===== src/rtl/router_fsm.sv =====
// router_fsm: header-decode and load-sequencing FSM for a 3-port packet router.
// Optional accepted-packet counter is built only when ROUTER_FSM_PKT_STATS_EN is defined.
module router_fsm #(
  parameter int STAT_W = 8
) (
  input  logic              clk,
  input  logic              rstn,
  input  logic              pkt_valid,
  input  logic [1:0]        data_in,
  input  logic              fifo_full,
  input  logic              fifo_empty_0,
  input  logic              fifo_empty_1,
  input  logic              fifo_empty_2,
  input  logic              soft_reset_0,
  input  logic              soft_reset_1,
  input  logic              soft_reset_2,
  input  logic              parity_done,
  input  logic              low_pkt_valid,
  output logic              detect_add,
  output logic              lfd_state,
  output logic              ld_state,
  output logic              laf_state,
  output logic              full_state,
  output logic              write_enb_reg,
  output logic              rst_int_reg,
  output logic              busy,
  output logic [STAT_W-1:0] pkt_count
);

  typedef enum logic [2:0] {
    DECODE_ADDRESS     = 3'd0,
    WAIT_TILL_EMPTY    = 3'd1,
    LOAD_FIRST_DATA    = 3'd2,
    LOAD_DATA          = 3'd3,
    FIFO_FULL_STATE    = 3'd4,
    LOAD_AFTER_FULL    = 3'd5,
    LOAD_PARITY        = 3'd6,
    CHECK_PARITY_ERROR = 3'd7
  } state_t;

  // Output vector order: detect_add, lfd, ld, laf, full, write_enb, rst_int, busy
  localparam logic [7:0] OUT_RESET = 8'b1000_0000;

  state_t     state_r;
  state_t     next_s;
  logic [1:0] addr_r;
  logic       soft_hit_s;
  logic       empty_addr_s;
  logic       empty_hdr_s;
  logic [7:0] out_nxt_s;
  logic [7:0] out_r;

  function automatic logic pick_port(input logic [1:0] idx, input logic p0,
                                     input logic p1, input logic p2);
    logic res;
    case (idx)
      2'd0:    res = p0;
      2'd1:    res = p1;
      2'd2:    res = p2;
      default: res = 1'b0;
    endcase
    return res;
  endfunction

  assign soft_hit_s   = pick_port(addr_r,  soft_reset_0, soft_reset_1, soft_reset_2);
  assign empty_addr_s = pick_port(addr_r,  fifo_empty_0, fifo_empty_1, fifo_empty_2);
  assign empty_hdr_s  = pick_port(data_in, fifo_empty_0, fifo_empty_1, fifo_empty_2);

  // State, registered outputs (pre-decoded from next state) and latched port address
  always_ff @(posedge clk or negedge rstn) begin
    if (!rstn) begin
      state_r <= DECODE_ADDRESS;
      out_r   <= OUT_RESET;
      addr_r  <= 2'd0;
    end else begin
      state_r <= next_s;
      out_r   <= out_nxt_s;
      if (state_r == DECODE_ADDRESS && pkt_valid && data_in != 2'd3) begin
        addr_r <= data_in;
      end
    end
  end

  // Next-state logic; a soft reset of the latched port overrides every transition
  always_comb begin
    next_s = state_r;
    if (soft_hit_s) begin
      next_s = DECODE_ADDRESS;
    end else begin
      case (state_r)
        DECODE_ADDRESS: begin
          if (pkt_valid && data_in != 2'd3) begin
            if (empty_hdr_s) next_s = LOAD_FIRST_DATA;
            else             next_s = WAIT_TILL_EMPTY;
          end else begin
            next_s = DECODE_ADDRESS;
          end
        end
        WAIT_TILL_EMPTY: begin
          if (empty_addr_s) next_s = LOAD_FIRST_DATA;
          else              next_s = WAIT_TILL_EMPTY;
        end
        LOAD_FIRST_DATA: next_s = LOAD_DATA;
        LOAD_DATA: begin
          if (fifo_full)       next_s = FIFO_FULL_STATE;
          else if (!pkt_valid) next_s = LOAD_PARITY;
          else                 next_s = LOAD_DATA;
        end
        FIFO_FULL_STATE: begin
          if (!fifo_full) next_s = LOAD_AFTER_FULL;
          else            next_s = FIFO_FULL_STATE;
        end
        LOAD_AFTER_FULL: begin
          if (parity_done)        next_s = DECODE_ADDRESS;
          else if (low_pkt_valid) next_s = LOAD_PARITY;
          else                    next_s = LOAD_DATA;
        end
        LOAD_PARITY: next_s = CHECK_PARITY_ERROR;
        CHECK_PARITY_ERROR: begin
          if (fifo_full) next_s = FIFO_FULL_STATE;
          else           next_s = DECODE_ADDRESS;
        end
        default: next_s = DECODE_ADDRESS;
      endcase
    end
  end

  // Output decode of the upcoming state so the flops present the current-state decode
  always_comb begin
    out_nxt_s = OUT_RESET;
    case (next_s)
      DECODE_ADDRESS:     out_nxt_s = 8'b1000_0000;
      WAIT_TILL_EMPTY:    out_nxt_s = 8'b0000_0001;
      LOAD_FIRST_DATA:    out_nxt_s = 8'b0100_0001;
      LOAD_DATA:          out_nxt_s = 8'b0010_0100;
      FIFO_FULL_STATE:    out_nxt_s = 8'b0000_1001;
      LOAD_AFTER_FULL:    out_nxt_s = 8'b0001_0101;
      LOAD_PARITY:        out_nxt_s = 8'b0000_0101;
      CHECK_PARITY_ERROR: out_nxt_s = 8'b0000_0011;
      default:            out_nxt_s = OUT_RESET;
    endcase
  end

  assign {detect_add, lfd_state, ld_state, laf_state,
          full_state, write_enb_reg, rst_int_reg, busy} = out_r;

`ifdef ROUTER_FSM_PKT_STATS_EN
  logic [STAT_W-1:0] pkt_count_r;

  // Count packets as they leave LOAD_FIRST_DATA into LOAD_DATA; wraps naturally
  always_ff @(posedge clk or negedge rstn) begin
    if (!rstn) begin
      pkt_count_r <= {STAT_W{1'b0}};
    end else if (state_r == LOAD_FIRST_DATA && next_s == LOAD_DATA) begin
      pkt_count_r <= pkt_count_r + STAT_W'(1);
    end
  end

  assign pkt_count = pkt_count_r;
`else
  assign pkt_count = {STAT_W{1'b0}};
`endif

endmodule


===== config.mk =====
export PLATFORM = sky130hd
export DESIGN_NAME = router_fsm
export DESIGN_NICKNAME = d
export VERILOG_FILES = /design/src/rtl/router_fsm.sv
export SDC_FILE = /design/constraint.sdc
export NUM_CORES = 1
export LEC_CHECK = 0
export ABC_AREA = 1
export CORE_UTILIZATION = 40
export CTS_CLUSTER_SIZE = 16
export DETAILED_ROUTE_END_ITERATION = 16
export PLACE_DENSITY = 0.75
export RECOVER_POWER = 50
export SETUP_SLACK_MARGIN = 0.4
export SYNTH_ARGS = -nofsm -noshare
export SYNTH_HDL_FRONTEND = slang
export SYNTH_SLANG_ARGS = --single-unit

===== constraint.sdc =====
create_clock -name clk -period 1.55 [get_ports clk]
set_input_delay 0.465 -clock clk [delete_from_list [all_inputs] [get_ports clk]]
set_output_delay 0.465 -clock clk [all_outputs]
set_load 0.02 [all_outputs]

Word-level counts from Yosys, hierarchy flattened:

Memory sizes are Yosys's and may differ from the RTL's. A register that Yosys moved wholly into a read port is not among the register bits.
Index checks and enable logic that the tools add are counted.

* flip-flop bits (word level): 5
* memories: 1
* bits in read-only memories: 64
* input port bits: 14
* output and inout bits: 16
* logic and storage cells: 36

Memory list
* (name not given): words 8, width 8, read ports 1, clocked after Yosys merged registers in 1, write ports 0, RTL line 131 `case (next_s)`

* eq/ne operators: 12
* reductions and logical operators: 7
* multiplexer cells: 14

Operators by type and width (count)
* 3-bit case mux with 8 select lines: 1
* 3-bit two-way mux: 7
* 3-bit == test, second input constant: 4
* 1-bit case mux with 3 select lines: 3
* 3-bit by 2-bit == test with 1-bit output, second input constant: 2
* 2-bit by 1-bit == test with 1-bit output, second input constant: 2
* 2-bit == test, second input constant: 2
* 2-bit logical NOT: 2
* 2-bit two-way mux: 2
* 3-bit by 1-bit == test with 1-bit output, second input constant: 1
* 1-bit logical AND: 3
* 3-bit logical NOT: 1
* 2-bit != test, second input constant: 1
* 1-bit logical NOT: 1
* 1-bit two-way mux: 1

Depth between registers and ports, before layout:

Gate-level depths: netlist of run 1.

* word-level depth: 6
* mapped depth: 12
* depth with buffers taken out: 12

Worst setup path before layout of run 1:

OpenSTA, ideal clock, no wires.

* kind: reg2reg
* from: register state_r[2]
* to: register out_r[2]
* slack: -0.016 ns
* setup time: 0.117 ns
* arrival: 1.449 ns
* path buffers: 0
* cell stages (with the launch flop): 10
* data required time: 1.433 ns
* period minus slack after synthesis: 1.566 ns
* cell sequence: dfrtp_1 nor2_1 nand4_2 inv_1 nand2_1 nand3_1 nand2_1 ha_1 nand3_1 nand2_1

* cells in the longest elaborated chain, start to end: 3
* elaborated cells between the ends (all ways): 10
* those cells by class: eq/ne: 7; mux: 2; reduce/logical: 1

Ends and longest elaborated chain
* start: declaration: RTL line 44 `state_t state_r;`
* start signal: assignment: RTL line 76 `state_r <= next_s;`
* 3-bit == test, or another cell as far along: RTL line 90 `case (state_r)`
* 3-bit case mux with 8 select lines (*): RTL line 90
* 3-bit two-way mux (*): RTL line 87 `if (soft_hit_s) begin`
* end: declaration: RTL line 51 `logic [7:0] out_r;`

Mark *: on every way between the ends. The rest lies on a longest branch, timed or not.
A chain may end at the register's enable or synchronous reset.

Worst setup path in the final report of run 1:

* from: input port data_in[0]
* to: register out_r[0]

* cells in the longest elaborated chain, start to end: 6
* elaborated cells between the ends (all ways): 10
* those cells by class: eq/ne: 3; mux: 5; reduce/logical: 2

Ends and longest elaborated chain
* start: declaration: RTL line 9 `input logic [1:0] data_in,`
* 2-bit == test, or another cell as far along: RTL line 56 `case (idx)`
* 1-bit case mux with 3 select lines: RTL line 56
* 2-bit two-way mux: RTL line 93 `if (empty_hdr_s) next_s = LOAD_FIRST_DATA;`
* 3-bit two-way mux (*): RTL line 92 `if (pkt_valid && data_in != 2'd3) begin`
* 3-bit case mux with 8 select lines (*): RTL line 90
* 3-bit two-way mux (*): RTL line 87

Marked as above.

==> reports/metrics.cfg, run 1 <==
[timing]
maxSlewViolCount=0
hold_viol=0
fmax_ghz=0.632
period_share_pct=102
rsz0062_at_grt=true
final-setup-viol-count=3
skew_ns=0.00312
min_period_ns=1.58
finalWorstSetupSlack_ns=-0.0313

[critical_path]
cpMaxStageDelayCell=ha_4
start_kind=input pin
path_cells=clkdlybuf4s15_1 -> inv_1 -> nand3_1 -> nand2_1 -> nor2_4 -> nand2_1 -> nand3_2 -> nand2_4 -> ha_4 -> inv_1 -> nand2_1
crit_top_cell=nand2_1
cp-end-kind=register
max_stage_delay_ns=0.25
cp.required_ns=1.72
worst-path-max-fanout=4
crit_arrival_ns=1.75
crit_type=input pin to register

[yosys]
yosysSeqAreaShare_pct=37.7
synthDistinctLibCells=20
synth_flop_cell=dfrtp_1
synthCells=117
yosys.area.top_type=dfrtp_1
synth-edff-count=0
synth_warnings=0
syn_avg_cell_area_um2=7.40
ys_top_cells_by_count=25 x nand2_1, 16 x inv_1, 15 x nand3_1, 15 x nor2_1, 12 x dfrtp_1
async_reset_ff_share_pct=100
synth_most_common_cell=nand2_1
synth_top_cell_area_share_pct=34.7
netlist_top_cells_area=dfrtp_1 35%, nand2_1 11%, nand3_1 8.7%
synth.cell_area_um2=866
synth-seq-cells=13

[power]
p_leak_nw=0.737
power_mw=2.32
peakVddDrop_v=0.000895
powerDensity_nw_per_um2=1550

[global_routing]
grt_max_degree=8
grt_pass1_wl_um=3780
grt_antenna_before_repair=0
overflow=0
grt_use_total_pct=21.3
grt_pass1_vias=885

[cts]
clock-root-buffer=clkbuf_4
numCtsBuffers=3
hold_buffers=0
cts_tree=yes
path_clk_slew_ns=0.08
cts_sinks=13
cts.path.max_buffers=2
clk_latency_ns=0.28
htreeDepth=1

[floorplan]
design.core.area_um2=2000
fp-row-count=16
die_x_um=48.5
fp.dieH_um=48.5
die_area_um2=2350
initial_core_util_pct=43.2
pin_count=30

[routing]
postRouteWirelength_um=2480
wl_per_cell_um=13.5
vias_per_cell=4.95
dr.pass1.iters=4
vias=905
drt-initial-drc-count=24
ant_nets=0
drc=0

[job]
cap_viol_max_count=0

[worst_hold_path]
hp-class=input pin to async pin

[place]
hpwl_um=1520
place.gp.congestion=0.796
port_buffers=21
dp_slack_ns=-0.643

[finish]
syn_to_final_growth_pct=73.3
fin_nets=176
drive_above_1_share_pct=52.6
nFillCells=129
diodes=0

[status]
status=complete, but fails checks
violations=setup timing

==> power by group <==
part	switching, mW	total (mW)	leakage, nW	internal (mW)
sequential	0.105	0.551	0.166	0.446
clock	0.111	0.211	0.0150	0.0999
combinational	0.866	1.56	0.556	0.692
total	1.08	2.32	0.737	1.24
==> state kept, by name (all words and copies together) (netlist names) <==
name     count
out_r        8
addr_r       2
state_r      3
==> cells by family after synthesis <==
| group | count (synthesis) | synth area share, % |
|---|---|---|
| buffers and inverters | 26 | 15.0 |
| other | 1 | 0.433 |
| and+or+nand+nor | 65 | 35.5 |
| DFF | 13 | 37.7 |
| adders and majority gates | 5 | 7.23 |
| AOI/OAI and AO/OA | 7 | 4.05 |
==> placed cells by master, fill, tap and decap left out, drive strengths merged <==
cell type       n
nand4           2
conb            8
nor2           20
dfrtp          12
clkbuf          6
dfstp           1
ha              5
nand3          16
buf            22
o21ai           3
nand2          27
clkdlybuf4s50   2
inv            18
dlygate4sd3     1
a21oi           4
dlymetal6s2s    1
dlygate4sd2     6
clkdlybuf4s15   2
==> area by class of cell <==
type / count / area (um^2) / area share [%]
Timing Repair Buffer: 36 / 342 / 22.8
Clock buffer: 4 / 26.3 / 1.75
Inverter: 18 / 87.6 / 5.84
Tap cell: 27 / 33.8 / 2.25
Sequential cell: 13 / 330 / 22.0
Multi-Input combinational cell: 85 / 681 / 45.4
==> through the flow <==
stage                     hold slack (ns)  cells  setup TNS [ns]  instance area [um^2]  utilization [%]
after global placement              0.600    172           -4.76                  1180             59.1
after detailed placement            0.609    172           -5.04                  1180             59.1
after floorplan                     0.169    124               0                   940                -
final                               0.501    183         -0.0636                  1500             74.9
after global routing                0.525    183          -0.608                  1500             74.9
after CTS                           0.437    182               0                  1420             71.0
==> path summary, 6_finish.rpt <==
kind / to / cells after the start / start / slack (ns)
setup / recovery: out_r[0]$_DFF_PN0_ / 11 / data_in[0] / -0.03
hold / removal: out_r[6]$_DFF_PN0_ / 1 / rstn / 0.50
setup reg to reg: out_r[0]$_DFF_PN0_ / 9 / state_r[1]$_DFF_PN0_ / -0.03
hold reg to reg: addr_r[0]$_DFFE_PN0P_ / 2 / addr_r[0]$_DFFE_PN0P_ / 0.64
max in group asynchronous: state_r[2]$_DFF_PN0_ / 2 / rstn / 0.42
min in group clk: addr_r[1]$_DFFE_PN0P_ / 4 / data_in[1] / 0.59
==> layer usage <==
layer | part of all wire, % | global-route usage (%) | wire, um | vias up
li1 | - | - | - | 431
met1 | 44 | 25.3 | 1080 | 429
met2 | 50 | 36.6 | 1230 | 35
met3 | 3.7 | 2.83 | 91 | 10
met4 | 3.0 | 12.3 | 74 | 0
met5 | 0 | 0 | 0 | -
==> worst max-delay path: cells and delay by family <==
| family | cells | cell delay [ns] |
|---|---|---|
| adder cells (fa/ha/maj) | 1 | 0.25 |
| buffers and inverters | 3 | 0.38 |
| AND/OR/NAND/NOR | 7 | 0.64 |
==> what timing repair did <==
| action | CTS | global route |
|---|---|---|
| setup buffers | 6 | 1 |
| pin swaps | 24 | 6 |
| endpoints found under the setup margin | 21 | 21 |
| gates resized for setup | 103 | 19 |
Power figures use the tool's default switching activity.
==> run 2: changes to the inputs <==
--- a/config.mk
+++ b/config.mk
@@ -6,12 +6,13 @@
 export NUM_CORES = 1
 export LEC_CHECK = 0
 export ABC_AREA = 1
-export CORE_UTILIZATION = 40
+export CORE_UTILIZATION = 44
 export CTS_CLUSTER_SIZE = 16
 export DETAILED_ROUTE_END_ITERATION = 16
-export PLACE_DENSITY = 0.75
+export PLACE_DENSITY = 0.78
 export RECOVER_POWER = 50
 export SETUP_SLACK_MARGIN = 0.4
+export SLEW_MARGIN = 20
 export SYNTH_ARGS = -nofsm -noshare
 export SYNTH_HDL_FRONTEND = slang
 export SYNTH_SLANG_ARGS = --single-unit
==> constraint.sdc (replaced) <==
create_clock -name clk -period 1.7 [get_ports clk]
set_input_delay 0.51 -clock clk [delete_from_list [all_inputs] [get_ports clk]]
set_output_delay 0.51 -clock clk [all_outputs]
set_load 0.02 [all_outputs]
==> reports/metrics.cfg, run 2 (synthesized netlist as in run 1, its figures left out) <==
[timing]
final-setup-viol-count=0  ; -3
skew_ns=0.00144  ; -0.00167 ns
rsz0062_at_grt=true
min_period_ns=1.59
hold_viol=0  ; unchanged
maxSlewViolCount=0  ; unchanged
fmax_ghz=0.627
worst_pin_slew_ns=0.684
period_share_pct=93.8
whs_ns=0.628  ; +0.127 ns
slew_headroom_pct=54.4

[floorplan]
die_x_um=46.4  ; -4.5%
die_area_um2=2150  ; -8.7%
pin_count=30  ; unchanged
fp-row-count=15  ; -1
fp.dieH_um=46.4  ; -4.5%
design.core.area_um2=1780  ; -11%
initial_core_util_pct=48.6  ; +5.3 points

[critical_path]
worst-path-max-fanout=4  ; unchanged
regToRegEndpoint=out_r[2]$_DFF_PN0_
crit_start=addr_r[1]$_DFFE_PN0P_
cp-end-kind=register
r2r_start=addr_r[1]$_DFFE_PN0P_
cp.required_ns=1.88  ; +0.16 ns
crit_type=register to register
rr_worst_depth=9  ; unchanged
start_kind=register
crit_arrival_ns=1.77  ; +0.02 ns
r2r_slack_ns=0.11  ; +0.14 ns

[global_routing]
grt_pass1_vias=866  ; -2.1%
grt_pass1_wl_um=3590  ; -4.9%
grt_antenna_before_repair=0  ; unchanged
overflow=0  ; unchanged
grt_use_total_pct=25.0  ; +3.7 points
grt_max_degree=14  ; +6

[routing]
dr.pass1.iters=4  ; unchanged
drc=0  ; unchanged
postRouteWirelength_um=2710  ; +9.4%
vias_per_cell=5.18  ; +4.7%
drt-initial-drc-count=32  ; +33%
vias=937  ; +3.5%
ant_nets=0  ; unchanged
wl_per_cell_um=15.0  ; +11%

[status]
status=completed

[place]
place.gp.congestion=0.729  ; -8.4%
port_buffers=21  ; unchanged
hpwl_um=1520  ; about the same

[cts]
clock-root-buffer=clkbuf_4
path_clk_slew_ns=0.08  ; about the same
hold_buffers=0  ; unchanged
numCtsBuffers=3  ; unchanged
clk_latency_ns=0.28  ; about the same
cts_sinks=13  ; unchanged
cts_tree=yes
htreeDepth=1  ; unchanged
cts.path.max_buffers=2  ; unchanged

[power]
p_leak_nw=0.712  ; -3.3%
power_mw=2.08  ; -10%
peakVddDrop_v=0.00113  ; +26%
powerDensity_nw_per_um2=1430  ; -7.7%

[finish]
top_regs=out_r (8), state_r (3), addr_r (2)
regMostFlops=out_r
mostFrequentLayoutCell=nand2_1
largest_register_ff_count=8  ; unchanged
syn_to_final_growth_pct=68.1
layout_common_cells=13 x nand2_1, 10 x nand3_1, 10 x buf_6, 10 x buf_4, 9 x dfrtp_1
fin_nets=176  ; unchanged
diodes=0  ; unchanged
drive_above_1_share_pct=55.8  ; +3.2 points

[job]
cap_viol_max_count=0  ; unchanged

[worst_hold_path]
hold_start=data_in[0]
hp-class=input pin to register
whs_endpoint=addr_r[0]$_DFFE_PN0P_
hold_path_depth=3

==> run 2: changes by cell type in the layout (fill, tap and decap cells not counted), moves of 3 or more <==
cell | before | now
buf_6 | 14 | 10
nand2_1 | 17 | 13
nand2_2 | 4 | 8
buf_2 | 0 | 3
inv_1 | 8 | 5
==> run 2: how the worst max path moves through the flow <==
stage                         endpoint  slack [ns]  cells after the start
floorplan           out_r[2]$_DFF_PN0_        0.21                      9
finish              out_r[2]$_DFF_PN0_        0.11                      9
global placement    out_r[2]$_DFF_PN0_       -0.51                     10
detailed placement  out_r[2]$_DFF_PN0_       -0.55                     10
CTS                 out_r[2]$_DFF_PN0_        0.17                      9
global route        out_r[2]$_DFF_PN0_        0.06                      9
==> run 2: what timing repair did <==
| item | 4_1_cts | 5_1_grt |
|---|---|---|
| pin swaps | 24 | 14 |
| resized for setup | 107 | 20 |
| buffers inserted | 7 | 2 |
| endpoints found under the setup margin | 21 | 21 |
==> run 2: area by class of cell <==
cell class              count  area (um^2)
repair buffers             36          305
flip-flops and latches     13          330
inverters                  18          100
clock buffers               4         26.3
fillers                   110          328
well taps                  25         31.3
multi-input cells          85          662
==> run 2: through the flow <==
| stage | util (%) | worst slack (ns) | std cells | TNS, ns | instance area [um^2] |
|---|---|---|---|---|---|
| finish | 81.6 | 0.106 | 181 | 0 | 1460 |
| detailed placement | 66.5 | -0.551 | 168 | -4.02 | 1190 |
| global placement | 66.5 | -0.512 | 168 | -3.70 | 1190 |
| floorplan | - | 0.208 | 124 | 0 | 960 |
| global route | 81.6 | 0.0579 | 181 | 0 | 1460 |
| CTS | 77.9 | 0.174 | 179 | 0 | 1390 |
==> run 2: worst max-delay path, cell delays in order (launching register included) <==
cell,delay (ns)
dfrtp_1,0.40
inv_1,0.09
nand3_1,0.13
nand3_1,0.12
nand2_1,0.09
nand2_2,0.09
o21ai_4,0.22
ha_4,0.25
nand3_4,0.06
nand2_2,0.05
==> run 2: where the power goes <==
| part | leakage [nW] | total, mW | switching [mW] | internal [mW] |
|---|---|---|---|---|
| Sequential | 0.166 | 0.506 | 0.0995 | 0.406 |
| Combinational | 0.532 | 1.38 | 0.792 | 0.586 |
| Clock | 0.0150 | 0.193 | 0.102 | 0.0910 |
==> run 2: routing by layer <==
metal | global-route usage (%) | share of wire [%]
met4 | 16.5 | 4.6
met5 | 0 | 0
met3 | 5.49 | 5.3
met2 | 45.6 | 51
met1 | 24.7 | 39
